`src/rtl/logic_analyzer_controller_pkg.sv`:
```
// Shared encodings for the logic analyzer controller: FSM states, trigger
// modes and register offsets.
package logic_analyzer_controller_pkg;

    typedef enum logic [2:0] {
        ST_IDLE             = 3'd0,
        ST_MOVE_TO_POSITION = 3'd1,
        ST_IN_POSITION      = 3'd2,
        ST_CAPTURING        = 3'd3,
        ST_CAPTURED         = 3'd4
    } la_state_e;

    typedef enum logic [1:0] {
        MODE_SINGLE      = 2'd0,
        MODE_INCREMENTAL = 2'd1,
        MODE_IMMEDIATE   = 2'd2,
        MODE_SINGLE_ALT  = 2'd3
    } la_mode_e;

    localparam logic [15:0] REG_STATE     = 16'd0;
    localparam logic [15:0] REG_TRIG_MODE = 16'd1;
    localparam logic [15:0] REG_TRIG_LOC  = 16'd2;
    localparam logic [15:0] REG_START     = 16'd3;
    localparam logic [15:0] REG_STOP      = 16'd4;
    localparam logic [15:0] REG_WRITE_PTR = 16'd5;
    localparam logic [15:0] REG_READ_PTR  = 16'd6;
    localparam logic [15:0] NUM_REGS      = 16'd7;

    // Mode 3 is an alias of SINGLE.
    function automatic logic is_single(logic [1:0] mode);
        return (mode == MODE_SINGLE) || (mode == MODE_SINGLE_ALT);
    endfunction

endpackage

```
`src/rtl/logic_analyzer_controller_regs.sv`:
```
// Register file and one-cycle bus pipeline; intercepts reads that hit the
// register window and turns request_start/stop rising edges into events.
module logic_analyzer_controller_regs
    import logic_analyzer_controller_pkg::*;
#(
    parameter int BASE_ADDR = 0,
    parameter int AW        = 10
) (
    input  logic          clk,
    input  logic          rst,
    input  logic [15:0]   addr_i,
    input  logic [15:0]   wdata_i,
    input  logic [15:0]   rdata_i,
    input  logic          rw_i,
    input  logic          valid_i,
    output logic [15:0]   addr_o,
    output logic [15:0]   wdata_o,
    output logic [15:0]   rdata_o,
    output logic          rw_o,
    output logic          valid_o,
    input  la_state_e     state,
    input  logic [AW-1:0] write_pointer,
    input  logic [AW-1:0] read_pointer,
    output logic [1:0]    trigger_mode,
    output logic [AW-1:0] trigger_loc,
    output logic          start_evt,
    output logic          stop_evt
);

    logic [15:0] off;
    logic        hit;
    logic [15:0] rd_val;
    logic        request_start, request_stop;
    logic        start_q, stop_q;

    // Wrapping subtract: off < NUM_REGS exactly when addr is inside the window.
    assign off = addr_i - 16'(BASE_ADDR);
    assign hit = valid_i && (off < NUM_REGS);

    always_comb begin
        rd_val = 16'h0000;
        case (off)
            REG_STATE:     rd_val = {13'b0, state};
            REG_TRIG_MODE: rd_val = {14'b0, trigger_mode};
            REG_TRIG_LOC:  rd_val = 16'(trigger_loc);
            REG_START:     rd_val = {15'b0, request_start};
            REG_STOP:      rd_val = {15'b0, request_stop};
            REG_WRITE_PTR: rd_val = 16'(write_pointer);
            REG_READ_PTR:  rd_val = 16'(read_pointer);
            default:       rd_val = 16'h0000;
        endcase
    end

    always_ff @(posedge clk) begin
        if (rst) begin
            addr_o        <= '0;
            wdata_o       <= '0;
            rdata_o       <= '0;
            rw_o          <= 1'b0;
            valid_o       <= 1'b0;
            trigger_mode  <= '0;
            trigger_loc   <= '0;
            request_start <= 1'b0;
            request_stop  <= 1'b0;
            start_q       <= 1'b0;
            stop_q        <= 1'b0;
        end else begin
            addr_o  <= addr_i;
            wdata_o <= wdata_i;
            rw_o    <= rw_i;
            valid_o <= valid_i;
            rdata_o <= (hit && !rw_i) ? rd_val : rdata_i;
            start_q <= request_start;
            stop_q  <= request_stop;
            if (hit && rw_i) begin
                case (off)
                    REG_TRIG_MODE: if (state == ST_IDLE) trigger_mode <= wdata_i[1:0];
                    REG_TRIG_LOC:  if (state == ST_IDLE) trigger_loc  <= wdata_i[AW-1:0];
                    REG_START:     request_start <= wdata_i[0];
                    REG_STOP:      request_stop  <= wdata_i[0];
                    default:       ;
                endcase
            end
        end
    end

    assign start_evt = request_start & ~start_q;
    assign stop_evt  = request_stop  & ~stop_q;

endmodule

```
`src/rtl/logic_analyzer_controller.sv`:
```
// Logic analyzer capture controller: trigger-positioning FSM and sample-memory
// write/read pointers, with the register file in a sub-module.
module logic_analyzer_controller
    import logic_analyzer_controller_pkg::*;
#(
    parameter int  BASE_ADDR    = 0,
    parameter int  SAMPLE_DEPTH = 1024,
    localparam int AW           = $clog2(SAMPLE_DEPTH)
) (
    input  logic          clk,
    input  logic          rst,
    input  logic [15:0]   addr_i,
    input  logic [15:0]   wdata_i,
    input  logic [15:0]   rdata_i,
    input  logic          rw_i,
    input  logic          valid_i,
    output logic [15:0]   addr_o,
    output logic [15:0]   wdata_o,
    output logic [15:0]   rdata_o,
    output logic          rw_o,
    output logic          valid_o,
    input  logic          trig_i,
    output logic          we_o,
    output logic [AW-1:0] waddr_o
);

    localparam logic [AW-1:0] LAST = AW'(SAMPLE_DEPTH - 1);

    la_state_e     state, state_n;
    logic [AW-1:0] wp, wp_n, rp, rp_n;
    logic          we;
    logic [1:0]    trigger_mode;
    logic [AW-1:0] trigger_loc;
    logic          start_evt, stop_evt;

    logic_analyzer_controller_regs #(
        .BASE_ADDR(BASE_ADDR),
        .AW       (AW)
    ) u_regs (
        .clk          (clk),
        .rst          (rst),
        .addr_i       (addr_i),
        .wdata_i      (wdata_i),
        .rdata_i      (rdata_i),
        .rw_i         (rw_i),
        .valid_i      (valid_i),
        .addr_o       (addr_o),
        .wdata_o      (wdata_o),
        .rdata_o      (rdata_o),
        .rw_o         (rw_o),
        .valid_o      (valid_o),
        .state        (state),
        .write_pointer(wp),
        .read_pointer (rp),
        .trigger_mode (trigger_mode),
        .trigger_loc  (trigger_loc),
        .start_evt    (start_evt),
        .stop_evt     (stop_evt)
    );

    always_ff @(posedge clk) begin
        if (rst) begin
            state <= ST_IDLE;
            wp    <= '0;
            rp    <= '0;
        end else begin
            state <= state_n;
            wp    <= wp_n;
            rp    <= rp_n;
        end
    end

    always_comb begin
        state_n = state;
        wp_n    = wp;
        rp_n    = rp;
        we      = 1'b0;
        // Stop wins over everything, including the write of the current cycle.
        if (stop_evt) begin
            state_n = ST_IDLE;
        end else begin
            case (state)
                ST_IDLE: begin
                    if (start_evt) begin
                        wp_n = '0;
                        rp_n = '0;
                        if (is_single(trigger_mode))
                            state_n = (trigger_loc != '0) ? ST_MOVE_TO_POSITION : ST_IN_POSITION;
                        else
                            state_n = ST_CAPTURING;
                    end
                end
                ST_MOVE_TO_POSITION: begin
                    we   = 1'b1;
                    wp_n = wp + AW'(1);
                    if (wp_n == trigger_loc) state_n = ST_IN_POSITION;
                end
                ST_IN_POSITION: begin
                    // read_pointer trails the sample being written by trigger_loc.
                    we   = 1'b1;
                    wp_n = wp + AW'(1);
                    rp_n = wp - trigger_loc;
                    if (trig_i) state_n = ST_CAPTURING;
                end
                ST_CAPTURING: begin
                    we = is_single(trigger_mode) || (trigger_mode == MODE_IMMEDIATE) || trig_i;
                    if (we) begin
                        wp_n = wp + AW'(1);
                        if (is_single(trigger_mode)) begin
                            if (wp == rp - AW'(1)) state_n = ST_CAPTURED;
                        end else if (wp == LAST) begin
                            state_n = ST_CAPTURED;
                        end
                    end
                end
                ST_CAPTURED: ;
                default: state_n = ST_IDLE;
            endcase
        end
    end

    assign we_o    = we & ~rst;
    assign waddr_o = wp;

endmodule

```
`config.mk`:
```
export PLATFORM = sky130hd
export DESIGN_NAME = logic_analyzer_controller
export DESIGN_NICKNAME = d
export VERILOG_FILES = /design/src/rtl/logic_analyzer_controller_pkg.sv /design/src/rtl/logic_analyzer_controller_regs.sv /design/src/rtl/logic_analyzer_controller.sv
export SDC_FILE = /design/constraint.sdc
export NUM_CORES = 1
export LEC_CHECK = 0
export CAP_MARGIN = 20
export CORE_ASPECT_RATIO = 2
export CORE_MARGIN = 2
export CORE_UTILIZATION = 31
export DETAILED_ROUTE_END_ITERATION = 6
export GPL_TIMING_DRIVEN = 0
export PLACE_DENSITY = 0.53
export RECOVER_POWER = 50
export SLEW_MARGIN = 20
export SYNTH_ARGS = -nofsm -noshare
export SYNTH_HDL_FRONTEND = slang
export SYNTH_SLANG_ARGS = --single-unit
```
`constraint.sdc`:
```
create_clock -name clk -period 3 [get_ports clk]
set_input_delay 0.3 -clock clk [delete_from_list [all_inputs] [get_ports clk]]
set_output_delay 0.3 -clock clk [all_outputs]
set_load 0.05 [all_outputs]
```
======== Word-level counts from Yosys, hierarchy flattened ========
Index checks and enable logic that the tools add are counted.
W data, S select, Z words.
word-level totals
  bits in registers ....................... 89
  bits in read-only memories .............. 0
  memories ................................ 0
  memory bits (writable) .................. 0
  bits in latches ......................... 0
  input bits .............................. 53
cells by class
  bitwise gates (word level) .............. 8
  equal/unequal tests ..................... 21
  $add $sub $neg .......................... 3
  divide/modulo/power cells ............... 0
  $lt $le $gt $ge ......................... 1
  multiplexer cells ....................... 18
  multipliers ............................. 0
  reductions and logical operators ........ 22
  shift-type cells ........................ 0
operators with widths
  operator                 count
  $pmux W10 S7             1
  $eq A16 B3 Y1 const B    3
  $eq A16 B2 Y1 const B    2
  $pmux W10 S3             1
  $mux W3                  7
  $eq A10 B10 Y1           2
  $mux W10                 2
  $pmux W10 S2             1
  $eq A16 B1 Y1 const B    1
  $logic_not A16 Y1        1
  $lt A16 B3 Y1 const B    1
  $mux W16                 1
  $pmux W3 S5              1
  $add A10 B1 Y10 const B  1
  $eq A10 B10 Y1 const B   1
  $reduce_bool A10 Y1      1
  $sub A10 B1 Y10 const B  1
  $sub A10 B10 Y10         1
  $reduce_and A3 Y1        3
  $ne A2 B2 Y1 const B     4
  $reduce_and A7 Y1        1
  $eq A3 B2 Y1 const B     2
  $ne A3 B3 Y1 const B     2
  $not A1 Y1               5
  17 further kinds         27

======== Longest topological paths before layout ========
Gate-level depths: netlist of run 1.
  word-level depth ........................ 7
  mapped depth ............................ 12
  gate-level depth less buffers ........... 11

======== By module ========
Synthesis of run 1 repeated with hierarchy kept, for this count alone.
second synthesis, totals
  cells, all modules ...................... 497
  area, all modules ....................... 4513.1 um^2
modules (own cells, without submodules)
  module                          cells each  times used  area an instance (um^2)
  logic_analyzer_controller_regs  219         1           2403.6
  logic_analyzer_controller       278         1           2109.5

======== Worst setup path after synthesis of run 1 ========
Ideal clock, no wire load.
  path type ............................... reg-to-reg
  start ................................... register rp[2]
  end ..................................... register state[1]
  library setup time ...................... 0.116 ns
  cell stages (with the launch flop) ...... 9
  setup slack ............................. 0.355 ns
  arrival time ............................ 2.529 ns
  period minus slack after synthesis ...... 2.645 ns
  cells stage by stage .................... dfxtp_1 -> buf_6 -> or4_4 -> or4_4 -> or4b_4 -> o311ai_2 -> a31oi_4 -> and3_4 -> a41o_1
between the ends
  word-level cells in the longest chain between the ends .. 4
ends and longest elaborated chain
  what                         RTL line                          source
  start, declared              logic_analyzer_controller.sv:30   logic [AW-1:0] wp, wp_n, rp, rp_n;
  start signal, assigned       logic_analyzer_controller.sv:69   rp <= rp_n;
  $sub A10 B1 Y10              logic_analyzer_controller.sv:110  if (wp == rp - AW'(1)) state_n = ST_CAPTURED;
  $eq A10 B10 Y1               logic_analyzer_controller.sv:110
  $ne A3 B3 Y1 (no line)       -
  $reduce_and A7 Y1 (no line)  -
  end signal, assigned         logic_analyzer_controller.sv:67   state <= state_n;
  end, declared                logic_analyzer_controller.sv:29   la_state_e state, state_n;
No other way between the ends.
A chain may end at the register's enable or synchronous reset.

======== Worst setup path in the final report of run 1 ========
Ends and elaborated chain as after synthesis.

==> results of run 1 <==
final timing paths:
| check | from | endpoint | slack [ps] | depth (start not counted) |
|---|---|---|---|---|
| max | rp[2]$_SDFFE_PP0P_ | state[1]$_SDFFE_PP0P_ | 220 | 8 |
| min | addr_i[1] | u_regs.addr_o[1]$_SDFF_PP0_ | 420 | 2 |
| max reg2reg | rp[2]$_SDFFE_PP0P_ | state[1]$_SDFFE_PP0P_ | 220 | 8 |
| min reg2reg | u_regs.request_start$_SDFFE_PP0P_ | u_regs.start_q$_SDFF_PP0_ | 500 | 1 |
kinds of logic after synthesis:
kind of cell               synth area share, %
AOI/OAI and AO/OA                         15.2
and+or+nand+nor                           28.5
muxes                                     1.86
adders and majority gates                 3.83
buffers and inverters                     5.24
DFF                                       40.1
xor gates and xnor gates                  5.32
cell type report:
type                            count  area [µm²]
Buffer                             36         158
Clock buffer                        9         225
Clock inverter                      7        77.6
Fill cell                        1431        7850
Inverter                           20        75.1
Multi-Input combinational cell    374        2440
Sequential cell                    89        1780
Tap cell                          189         236
Timing Repair Buffer              112        1120
power by group through the flow:
| stage | combinational, W | sequential [W] | clock (W) |
|---|---|---|---|
| 3_5_place_dp | 0.000337 | 0.00125 | 0 |
| 5_1_grt | 0.000343 | 0.00123 | 0.00125 |
| 3_3_place_gp | 0.000336 | 0.00125 | 0 |
| 2_1_floorplan | 0.0000494 | 0.00138 | 0 |
| 6_report | 0.000325 | 0.00122 | 0.00117 |
| 4_1_cts | 0.000339 | 0.00123 | 0.00119 |
Yosys cell counts, types with 7 or more instances:
cell type and count:
ha_1 12, o21ai_0 20, nor3_1 11, dfxtp_1 89
clkbuf_1 29, inv_1 20, nor4_1 11, xor2_1 9
nor2b_1 44, a22oi_1 8, nand2_1 32, nor2_1 50
xnor2_1 18, a222oi_1 7, or3_1 7, nand3_1 23
a211oi_1 10, a21oi_1 30, and2_1 8
sequential cells by signal, summed over array words and instances (netlist names), 2 cells and up:
register	count
rp	10
u_regs.wdata_o	16
u_regs.trigger_mode	2
u_regs.addr_o	16
u_regs.trigger_loc	10
state	3
u_regs.rdata_o	16
waddr_o	10
critical path, stage by stage, from the launching register on:
cell and delay (ps):
dfxtp_1 310, buf_6 130, or4_4 540, or4_4 450, or4b_4 530, o311ai_2 120, a31oi_4 170, and3_4 210
a41o_1 190
stage by stage:
step	total power [W]	worst slack, ps	cells	TNS (ps)
after floorplan	0.00143	355	519	0
after global placement	0.00159	-354	820	-5830
after detailed placement	0.00159	-401	820	-6330
after CTS	0.00275	128	836	0
after global routing	0.00282	12.9	836	0
final	0.00272	225	836	0
timing repair:
item / in CTS / in global routing
buffers inserted: 0 / 0
setup endpoints to repair: 12 / 12
gates resized for setup: 1 / 1
cloned: 0 / 0
layer usage:
layer / vias up / part of all wire [%]
li1: 2090 / -
met1: 2020 / 36
met2: 139 / 55
met3: 43 / 4.0
met4: 0 / 5.4
met5: - / 0
cells in the final DEF (no fill, tap or decap), types with 3 or more instances in the layout:
cell type / instances
dfxtp_1: 89
clkdlybuf4s50_1: 72
nor2_1: 50
nor2b_1: 44
dlygate4sd3_1: 40
nand2_1: 32
a21oi_1: 30
clkbuf_1: 29
nand3_1: 23
inv_1: 20
o21ai_0: 20
xnor2_1: 18
ha_1: 12
nor3_1: 11
a211oi_1: 10
nor4_1: 10
xor2_1: 9
clkbuf_16: 9
a22oi_1: 8
and2_1: 8
a222oi_1: 7
or3_1: 7
or4_1: 6
mux2i_1: 6
nand2b_1: 6
nor3b_1: 5
buf_2: 3
buf_4: 3
nand4b_1: 3
and3_1: 3
a311oi_1: 3
nand3b_1: 3
nand4_1: 3
==> impl_metrics.ini, run 1 <==
[place]
gp_congestion = 0.872
dpl_cell_area_um2 = 5800
dp_hpwl_um = 11800
io_buffers = 112

[power]
clockPowerShare_pct = 43.1
p_leak_nw = 2.22
ir_drop_mv = 0.237
power_frac_seq_pct = 44.9
p_switching_w = 0.000719
switching_share_pct = 26.4
internal-power_w = 0.00200
pwr-share-comb_pct = 12.0
power.density_nw_per_um2 = 445

[grt]
grt_max_degree = 17
grt_usage_pct = 19.8
overflow = 0
grt_busiest_layer = met2
grt_util_met3_pct = 3.24
antenna_found_initial = 0
grtUsageMet2_pct = 36.8
grt_pass1_wl_um = 23000
first_global_vias = 4350
met1_usage_pct = 19.6

[synthesis]
synth.area.top_cells = dfxtp_1, nor2b_1, nor2_1, xnor2_1, a21oi_1
yosysWarnings = 0
synth_edf_count = 0
seq_area_frac_synth_pct = 40.1
synth_top_area_share_pct = 40.1
synth.cell_area_um2 = 4440
ys_seq_elements = 89
synth_largest_area_cell = dfxtp_1
netlist_instances = 519
synth_fp_nets = 585
synthArstFlopShare_pct = 0
synthFlopType = dfxtp_1
avgSynthCellArea_um2 = 8.56
synth.distinct_cells = 63

[run_status]
status = finished, final reports clean

[routing]
ant_nets = 0
post_drt_via_cell_ratio = 5.13
drcViolationCount = 0
vias = 4292
avgRoutedWirePerCell_um = 17.6
first_pass_iters = 5
drtIter0Drc = 188
totalWireLength_um = 14700

[layout]
antenna_cells = 0
nets = 708
layout-drive-gt1-share_pct = 5.72
area_growth_pct = 37.7
final_core_util_pct = 43.8
final_cell_area_um2 = 6120

[cts]
insertion_delay_ps = 350
cts_tree = yes
cts_made_buffers = 9
cts_hold_buf = 0
h-tree-depth = 3
clk_pin_slew_worst_paths_ps = 70
clock-sinks = 89
clock_path_buffers = 2
clock-root-buffer = clkbuf_16

[timing]
post-route-period-util_pct = 92.5
hold_viol = 0
fmax_ghz = 0.360
holdWs_ps = 419
worstMarginPinSlew_ps = 640
rsz0062_at_grt = no
final.min_clock_period_ps = 2780
final-setup-viol-count = 0
slew_headroom_pct = 57.3
skew_ps = 12.5
slew_violations = 0

[setup_path]
critical_path_class = reg2reg
cp-start-kind = flip-flop
required_ps = 3240
path_max_fanout = 9
end_kind = flip-flop
crit_arrival_ps = 3020

[die]
fp.dieH_um = 173
initial_core_util_pct = 31.8
die_area_um2 = 15400
fp-row-count = 61
num_io_pins = 114
core_um2 = 14000
die_width_um = 88.6

[hold_path]
hold_path.class = in2reg

[job]
maxCapViolations = 0
No activity file was read; power rests on OpenSTA's default activity.
==> run 2: changes to the inputs <==
--- a/config.mk
+++ b/config.mk
@@ -8,10 +8,10 @@
 export CAP_MARGIN = 20
 export CORE_ASPECT_RATIO = 2
 export CORE_MARGIN = 2
-export CORE_UTILIZATION = 31
+export CORE_UTILIZATION = 35
 export DETAILED_ROUTE_END_ITERATION = 6
 export GPL_TIMING_DRIVEN = 0
-export PLACE_DENSITY = 0.53
+export PLACE_DENSITY = 0.58
 export RECOVER_POWER = 50
 export SLEW_MARGIN = 20
 export SYNTH_ARGS = -nofsm -noshare
==> run 2 against run 1 <==
  * Worst setup slack lost 56 ps
  * Fmax shrank 2.0%
  * Critical path depth is the same
  * Count of clock-buffer cells in the layout is the same
  * Sequential share of layout area grew 0.22 points
  * Final area shrank 0.74%
  * Via count grew 0.28%
  * Register-to-register slack lost 60 ps
==> impl_metrics.ini, run 2 (synthesis results as in run 1) <==
[layout]
reg_top3 = u_regs.addr_o (16), u_regs.rdata_o (16), u_regs.wdata_o (16)
final_core_util_pct = 48.6
area_growth_pct = 36.7
nets = 708
layout-drive-gt1-share_pct = 5.72
final_common_cell = dfxtp_1
final-instance-count-excl-fill = 797
fill_cells = 1259
final_cell_mix = dfxtp_1, clkdlybuf4s50_1, nor2_1
antenna_cells = 0

[routing]
drtIter0Drc = 271
first_pass_iters = 7
drcViolationCount = 0
vias = 4304
ant_nets = 0
totalWireLength_um = 14300
post_drt_via_cell_ratio = 5.40
avgRoutedWirePerCell_um = 17.9

[timing]
skew_ps = 9.75
slew_headroom_pct = 58.6
post-route-period-util_pct = 94.4
fmax_ghz = 0.353
finalSetupTns_ps = 0
rsz0062_at_grt = no
finalWorstSetupSlack_ps = 169
slew_violations = 0
final-setup-viol-count = 0
holdWs_ps = 393
hold_viol = 0
final.min_clock_period_ps = 2830
worstMarginPinSlew_ps = 621

[setup_path]
r2r-start = waddr_o[2]$_SDFFE_PP0P_
critical_path_class = reg2reg
reg2reg_depth = 8
required_ps = 3270
crit_arrival_ps = 3100
cp-start-kind = flip-flop
critical_path.startpoint = waddr_o[2]$_SDFFE_PP0P_
end_kind = flip-flop
path_max_fanout = 10

[power]
p_leak_nw = 2.21
power.density_nw_per_um2 = 450
ir_drop_mv = 0.376

[cts]
cts_post_setup_buffers_inserted = 0
clock-root-buffer = clkbuf_16
cts_made_buffers = 9
clock_path_buffers = 2
insertion_delay_ps = 350
clk_pin_slew_worst_paths_ps = 70
cts_tree = yes
cts.repair.resized = 1
h-tree-depth = 3
clock-sinks = 89
cts_hold_buf = 0

[die]
num_io_pins = 114
die_width_um = 83.7
die_area_um2 = 13700
fp.dieH_um = 163
fp-row-count = 58
initial_core_util_pct = 35.6
core_um2 = 12500

[place]
post-place-ws_ps = -455
dp_hpwl_um = 11400
gp_congestion = 0.879
io_buffers = 112
dp.cells = 781

[run_status]
status = finished, final reports clean

[grt]
grt_max_degree = 18
overflow = 0
first_global_vias = 4235
antenna_found_initial = 0
grt_pass1_wl_um = 22300
grt_usage_pct = 20.9

[hold_path]
hold_path_depth = 2
hold_path.class = in2reg
hp-start = addr_i[1]

[job]
maxCapViolations = 0
-- run 2: cell type report --
type | count | area (µm²) | area share [%]
Multi-Input combinational cell | 374 | 2440 | 40.2
Sequential cell | 89 | 1780 | 29.3
Timing Repair Buffer | 112 | 1120 | 18.5
Clock buffer | 9 | 225 | 3.71
Tap cell | 150 | 188 | 3.09
Buffer | 36 | 158 | 2.60
Clock inverter | 7 | 81.3 | 1.34
Inverter | 20 | 75.1 | 1.24
-- run 2: final timing paths --
check | endpoint | slack [ps]
max | state[0]$_SDFFE_PP0P_ | 170
min | u_regs.addr_o[1]$_SDFF_PP0_ | 390
max reg2reg | state[0]$_SDFFE_PP0P_ | 170
min reg2reg | u_regs.stop_q$_SDFF_PP0_ | 500
-- run 2: power by group --
group | internal (W) | total, W | switching [W]
combinational | 0.000130 | 0.000326 | 0.000196
sequential | 0.00122 | 0.00122 | 0.00000732
clock | 0.000662 | 0.00118 | 0.000520
total | 0.00201 | 0.00273 | 0.000723
-- run 2: critical path: stages (launching register included) --
cell      delay [ps]
dfxtp_1          400
clkbuf_1         470
nand4_1          410
or4_1            510
a21oi_1          160
a311oi_1          60
nand4b_1         250
a31oi_2          270
mux2i_1          220
-- run 2: metrics by stage --
| step | power (W) | instance area, µm² |
|---|---|---|
| floorplan | 0.00143 | 4440 |
| global placement | 0.00159 | 5750 |
| detailed placement | 0.00159 | 5750 |
| CTS | 0.00277 | 6060 |
| global route | 0.00281 | 6070 |
| finish | 0.00273 | 6070 |
-- run 2: routing by layer --
metal  GRT usage (%)  vias to the layer above  part of all wire, %
met5               0                        -                    0
met3            3.69                       43                  5.2
met4            11.4                        0                  5.1
met1            20.8                     2016                   35
li1                -                     2086                    -
met2            40.2                      159                   55
